==> src/rtl/dual_sng_lfsr.sv <==
// Two-channel LFSR stochastic number generator with start/done framing and hold.
// Define SNG_SHARED_RNS_EN to drive both comparators from a single LFSR (SCC=+1).
module dual_sng_lfsr #(
   parameter int N      = 8,
   parameter int LEN    = (1 << N) - 1,
   parameter int SEED_X = 1,
   parameter int SEED_Y = 'h5A
) (
   input  logic         clk,
   input  logic         rst,
   input  logic         start,
   input  logic [N-1:0] px,
   input  logic [N-1:0] py,
   input  logic         hold,
   output logic         x,
   output logic         y,
   output logic         valid,
   output logic         busy,
   output logic         done
);

   localparam int CW = $clog2(LEN + 1);
   localparam logic [CW-1:0] LAST = CW'(LEN - 1);

   // Zero is the LFSR lock-up state, so a zero seed is replaced by 1.
   localparam logic [N-1:0] SX = (N'(SEED_X) == '0) ? N'(1) : N'(SEED_X);
   localparam logic [N-1:0] SY = (N'(SEED_Y) == '0) ? N'(1) : N'(SEED_Y);

   localparam logic [N-1:0] TAPS =
      (N == 4) ? N'('h0C) :
      (N == 5) ? N'('h14) :
      (N == 6) ? N'('h30) :
      (N == 7) ? N'('h60) : N'('hB8);

   typedef enum logic [1:0] {
      S_IDLE,
      S_RUN,
      S_DONE
   } state_t;

   state_t        state;
   logic [CW-1:0] cnt;
   logic [N-1:0]  lfsr_x;
   logic [N-1:0]  px_q;
   logic [N-1:0]  py_q;
   logic [N-1:0]  rn_y;

   function automatic logic [N-1:0] step(input logic [N-1:0] s);
      return {s[N-2:0], ^(s & TAPS)};
   endfunction

`ifdef SNG_SHARED_RNS_EN
   assign rn_y = lfsr_x;
`else
   logic [N-1:0] lfsr_y;

   assign rn_y = lfsr_y;

   always_ff @(posedge clk or posedge rst) begin
      if (rst) begin
         lfsr_y <= SY;
      end else if (state == S_IDLE && start) begin
         lfsr_y <= SY;
      end else if (state == S_RUN && !hold) begin
         lfsr_y <= step(lfsr_y);
      end
   end
`endif

   always_ff @(posedge clk or posedge rst) begin
      if (rst) begin
         state  <= S_IDLE;
         cnt    <= '0;
         lfsr_x <= SX;
         px_q   <= '0;
         py_q   <= '0;
      end else begin
         unique case (state)
            S_IDLE: begin
               if (start) begin
                  px_q   <= px;
                  py_q   <= py;
                  lfsr_x <= SX;
                  cnt    <= '0;
                  state  <= S_RUN;
               end
            end
            S_RUN: begin
               if (!hold) begin
                  lfsr_x <= step(lfsr_x);
                  cnt    <= cnt + CW'(1);
                  if (cnt == LAST) state <= S_DONE;
               end
            end
            S_DONE: state <= S_IDLE;
            default: state <= S_IDLE;
         endcase
      end
   end

   assign valid = (state == S_RUN) & ~hold;
   assign x     = (lfsr_x <= px_q) & valid;
   assign y     = (rn_y <= py_q) & valid;
   assign busy  = (state != S_IDLE);
   assign done  = (state == S_DONE);

endmodule

==> config.mk <==
export PLATFORM = sky130hd
export DESIGN_NAME = dual_sng_lfsr
export DESIGN_NICKNAME = d
export VERILOG_FILES = /design/src/rtl/dual_sng_lfsr.sv
export SDC_FILE = /design/constraint.sdc
export NUM_CORES = 1
export LEC_CHECK = 0
export CORE_MARGIN = 2
export CORE_UTILIZATION = 25
export DETAILED_ROUTE_END_ITERATION = 7
export PLACE_DENSITY = 0.47
export SLEW_MARGIN = 20
export SYNTH_ARGS = -nofsm -noshare
export SYNTH_HDL_FRONTEND = slang
export SYNTH_SLANG_ARGS = --single-unit
==> constraint.sdc <==
create_clock -name clk -period 1.9 [get_ports clk]
set_input_delay 0.19 -clock clk [delete_from_list [all_inputs] [get_ports clk]]
set_output_delay 0.19 -clock clk [all_outputs]
set_load 0.1 [all_outputs]
# Word level (Yosys, flattened, before mapping)
# Cells that the tools add are included.
totals:
  register_bits: 42
  input_bits: 20
  out_inout_bits: 5
  word_cells: 43
op_classes:
  add_sub_neg: 1
  n_lt_le_gt_ge: 2
  eq_ne: 6
  mux: 12
  n_bitwise: 4
  n_reduce_logical: 12
ops:
  columns: ["op", "count"]
  rows:
  - ["8-bit 2-to-1 mux", 6]
  - ["8-bit case mux with 2 select lines", 2]
  - ["8-bit less-or-equal comparator", 2]
  - ["8-bit XOR reduction", 2]
  - ["8-bit by 1-bit adder with 8-bit output, second input constant", 1]
  - ["8-bit equality test, second input constant", 1]
  - ["2-bit 2-to-1 mux", 3]
  - ["2-bit inequality test, second input constant", 3]
  - ["3-bit AND reduction", 2]
  - ["2-bit nonzero test", 3]
  - ["2-bit case mux with 2 select lines", 1]
  - ["1-bit AND", 3]
  - ["2-bit by 1-bit equality test with 1-bit output, second input constant", 1]
  - ["2-bit equality test, second input constant", 1]
  - ["1-bit logical AND", 2]
  - ["2-bit logical NOT", 1]
  - ["2-bit AND reduction", 1]
  - ["1-bit logical NOT", 1]
  - ["1-bit NOT", 1]

# Longest topological paths before layout
depth:
  ltp_word: 4
  mapped_depth: 7
  mapped_depth_nobuf: 6

# Worst setup path before layout
# Ideal clock, no wire load.
synth_timing:
  kind: "reg2out"
  startpoint: "register state[1]"
  endpoint: "output port x"
  arrival_time_ns: 2.316
  required_ns: 1.710
  path_slack_ns: -0.606
  stages_incl_launch_ff: 7
  path_buffers: 2
  cell_sequence: "dfrtp_1 -> nor2b_1 -> nand2b_1 -> buf_2 -> inv_2 -> buf_2 -> o311a_1"
synth_between:
  elab_chain_cells: 3
synth_rtl:
  columns: ["element", "line_no", "rtl"]
  rows:
  - ["start: declaration", "41", "state_t state;"]
  - ["start signal: assignment", "72", "state <= S_IDLE;"]
  - ["start signal: assignment", "85", "state <= S_RUN;"]
  - ["start signal: assignment", "92", "if (cnt == LAST) state <= S_DONE;"]
  - ["2-bit by 1-bit equality test with 1-bit output", "101", "assign valid = (state == S_RUN) & ~hold;"]
  - ["1-bit AND", "101", null]
  - ["net valid", "17", "output logic valid,"]
  - ["1-bit AND", "102", "assign x = (lfsr_x <= px_q) & valid;"]
  - ["end: declaration", "15", "output logic x,"]
# The timed path passes the listed nets, and every way through them passes these cells.

# Worst setup path in the final report
layout_timing:
  startpoint: "register lfsr_x[0]"
  endpoint: "output port x"
layout_between:
  elab_chain_cells: 2
layout_rtl:
  columns: ["element", "line_no", "rtl"]
  rows:
  - ["start: declaration", "43", "logic [N-1:0] lfsr_x;"]
  - ["start signal: assignment", "90", "lfsr_x <= step(lfsr_x);"]
  - ["8-bit less-or-equal comparator", "102", null]
  - ["1-bit AND", "102", null]
# Every way passes these cells.

==> summary.md <==
| Metric | Value |
|---|---|
| VDD IR max | 0.384 mV |
| Initial antenna violation count | 0 |
| Routability cong. | 0.713 |
| Clock Power Share | 0.199 |
| Final setup violation count | 2 |
| Total track usage | 0.108 |
| Worst-Margin Slew | around 0.51 ns |
| Avg Synthesized Cell Area | 9.88 um2 |
| Final antenna-violating net count | 0 |
| Combinational share of power | 0.423 |
| Net Count, Synth | 255 |
| Synth Warn # | 0 |
| Pwr/cell area | 1290 nW/um2 |
| Worst setup margin | -0.121 ns |
| Fin Hold WS | 0.235 ns |
| Yosys cell types | 35 |
| Final core occ | 0.346 |
| Root Driver | clkbuf_8 |
| Setup_tns | -0.204 ns |
| Initial Utilization | 0.260 |
| Post-synth EDFFs | 0 |
| Final net count | 294 |
| TritonCTS clock tree | built |
| Critical Path RT | about 1.7 ns |
| Outcome | complete, but fails checks |
| Vias | approximately 1,600 |
| Max_slew headroom | 0.652 |
| Clk_lat worst skew | 0.31 ns |
| Layout cells sized above 1 | 0.187 |
| Flop2flop setup slack | approximately 0.37 ns |
| Worst Path Max Fanout | 2 |
| Startpoint Class | flop |
| Fin crit share | 1.06 |
| Final Hold Viols | 0 |
| Synthesis-stage register bit count | 42 |
| Vias in the first global route | between 1,500 and 2,000 |
| Switching power | 0.00136 W |
| Max_cap viols | 0 |
| Fin Clk Skew | 0.00969 ns |
| Clock Sinks | 42 |
| WL/cell | roughly 13 um |
| Commonest cells after routing, fill and taps aside | dfrtp_1 (37), nand2_1 (30), o21ai_0 (22) |
| WS Path Type | flop to output pin |
| Leak | around 1.3 nW |
| Via density per instance | 4.44 |
| Synth async-reset ratio | 1.00 |
| Ports | 25 |
| Dpl hpwl | ~3300 um |
| DR pass1 iterations | 4 |
| Most common cell after layout, fill and taps aside | dfrtp_1 |
| Port Buffer Count | 24 |
| Slew Limit Fails | 0 |
| Die area | between 9000 and 10,000 um2 |
| GRT overflow | 0 |
| Area grow syn2layout | 33.1% |
| Maximum number of pins on one net before global-route repair | 43 |
| RSZ-0062 raised after global routing | yes |
| CTS Buf Count | 5 |
| Core Area | ~8300 um2 |
| Total power | 0.00369 W |
| Die W | approximately 97 um |
| Sequential cell fraction of total power | 0.377 |
| Cell count after synthesis | 217 |
| # DRC | 0 |
| ANT cells | 0 |
| Final worst path period need | 2.02 ns |
| Clk slew on worst S/H paths | 0.09 ns |
| FF-to-FF path depth | 5 |
| H-tree depth | 2 |
| Hold_buf cts | 0 |
| CTS max path bufs | 2 |
| RR Startpoint | cnt[0] |
| Reg2reg end | cnt[4] |
| 1st-iter DRT viols | 64 |
| Sequential fraction of the synthesis area | 0.493 |
| WP data arrival | 1.83 ns |
| Prevailing post-synth register cell | dfrtp_1 |
| Final WL | 4720 um |
| Die height | 96.6 um |
| Failing checks | negative setup slack |
| Net Sw Frac | 0.368 |
| Cell Area, Synth | roughly 2100 um2 |
| CP Capture Type | output pin |
| FMAX | 495 MHz |
| FP Rows | 33 |
| Pint | 0.00233 W |
| Hold crit path type | input port to async pin |
| First-pass GRT wire length | 8290 um |
==> worst max path at each step <==
| stage | start | endpoint | slack (ns) | depth (start not counted) |
|---|---|---|---|---|
| detailed placement | lfsr_x[0] | x | 0.13 | 6 |
| finish | lfsr_x[0] | x | -0.12 | 7 |
| global placement | lfsr_x[0] | x | 0.15 | 6 |
| CTS | lfsr_x[0] | x | -0.16 | 7 |
| floorplan | state[1] | x | 0.02 | 6 |
| global route | lfsr_x[0] | x | -0.19 | 6 |
==> cell usage after synthesis (2+ instances only) <==
| cell | number | area, um2 |
|---|---|---|
| a21oi_1 | 12 | 60.1 |
| a22o_1 | 7 | 61.3 |
| and2_1 | 2 | 12.5 |
| buf_2 | 3 | 15.0 |
| clkbuf_1 | 3 | 11.3 |
| dfrtp_1 | 37 | 926 |
| dfstp_2 | 5 | 131 |
| ha_1 | 18 | 225 |
| inv_1 | 22 | 82.6 |
| mux2_2 | 2 | 22.5 |
| nand2_1 | 30 | 113 |
| nand2b_1 | 2 | 12.5 |
| nand4_1 | 7 | 43.8 |
| nor2_1 | 9 | 33.8 |
| o21a_1 | 2 | 15.0 |
| o21ai_0 | 24 | 120 |
| o22a_1 | 3 | 26.3 |
| o311a_1 | 2 | 20.0 |
| o31ai_1 | 2 | 15.0 |
| or4_1 | 2 | 15.0 |
| xnor2_1 | 6 | 52.6 |
| xor2_1 | 4 | 35.0 |
==> final cells by class <==
type,count,area (um2)
fillers,847,5400
flip-flops and latches,42,1060
clock inverters,3,43.8
repair buffers,40,423
inverters,23,86.3
well taps,105,131
clock buffers,5,68.8
multi-input cells,144,1040
==> power by group through the flow <==
stage / Sequential (W) / Clock (W) / Combinational [W]
after floorplan: 0.00136 / 0 / 0.00103
after global placement: 0.00142 / 0 / 0.00136
after detailed placement: 0.00142 / 0 / 0.00138
after CTS: 0.00138 / 0.000762 / 0.00150
after global routing: 0.00144 / 0.000789 / 0.00179
final: 0.00139 / 0.000736 / 0.00156
==> metrics by stage <==
step | setup WS (ns) | std cells | area [um2]
6_report | -0.121 | 362 | 2850
5_1_grt | -0.188 | 362 | 2850
4_1_cts | -0.160 | 362 | 2810
3_5_place_dp | 0.128 | 347 | 2630
3_3_place_gp | 0.153 | 347 | 2630
2_1_floorplan | 0.0192 | 217 | 2170
==> kinds of logic (layout without fill, tap and decap cells) <==
group | count (synthesis) | after routing | share of synthesized area
AOI/OAI and AO/OA | 57 | 57 | 0.166
and+or+nand+nor | 57 | 57 | 0.125
DFF | 42 | 42 | 0.493
buffers and inverters | 31 | 71 | 0.0595
adders and majority gates | 18 | 18 | 0.105
xor gates and xnor gates | 10 | 10 | 0.0408
muxes | 2 | 2 | 0.0105
==> worst max-delay path, stage by stage, from the launching register on <==
cell and delay, ns:
dfstp_2 0.53, inv_2 0.05, ha_4 0.14, inv_1 0.04, a21oi_1 0.05, o21a_1 0.18, o311a_4 0.36, buf_12 0.17
==> repair_timing <==
item | CTS | global route
gates resized for setup | 5 | 6
buffers inserted | 7 | 0
endpoints found under the setup margin | 2 | 2
pin swaps | 10 | 3
==> layer usage <==
metal | vias up | part of all wire | track usage
li1 | 819 | - | -
met1 | 754 | 0.49 | 0.145
met2 | 26 | 0.46 | 0.174
met3 | 7 | 0.035 | 0.0282
met4 | 0 | 0.012 | 0.0293
met5 | - | 0 | 0
==> sequential cells by signal, summed over array words and instances, names as in the netlist <==
| register | cells |
|---|---|
| cnt | 8 |
| lfsr_x | 8 |
| lfsr_y | 8 |
| px_q | 8 |
| py_q | 8 |
| state | 2 |
Note: power is estimated with default switching activity, not from simulation.
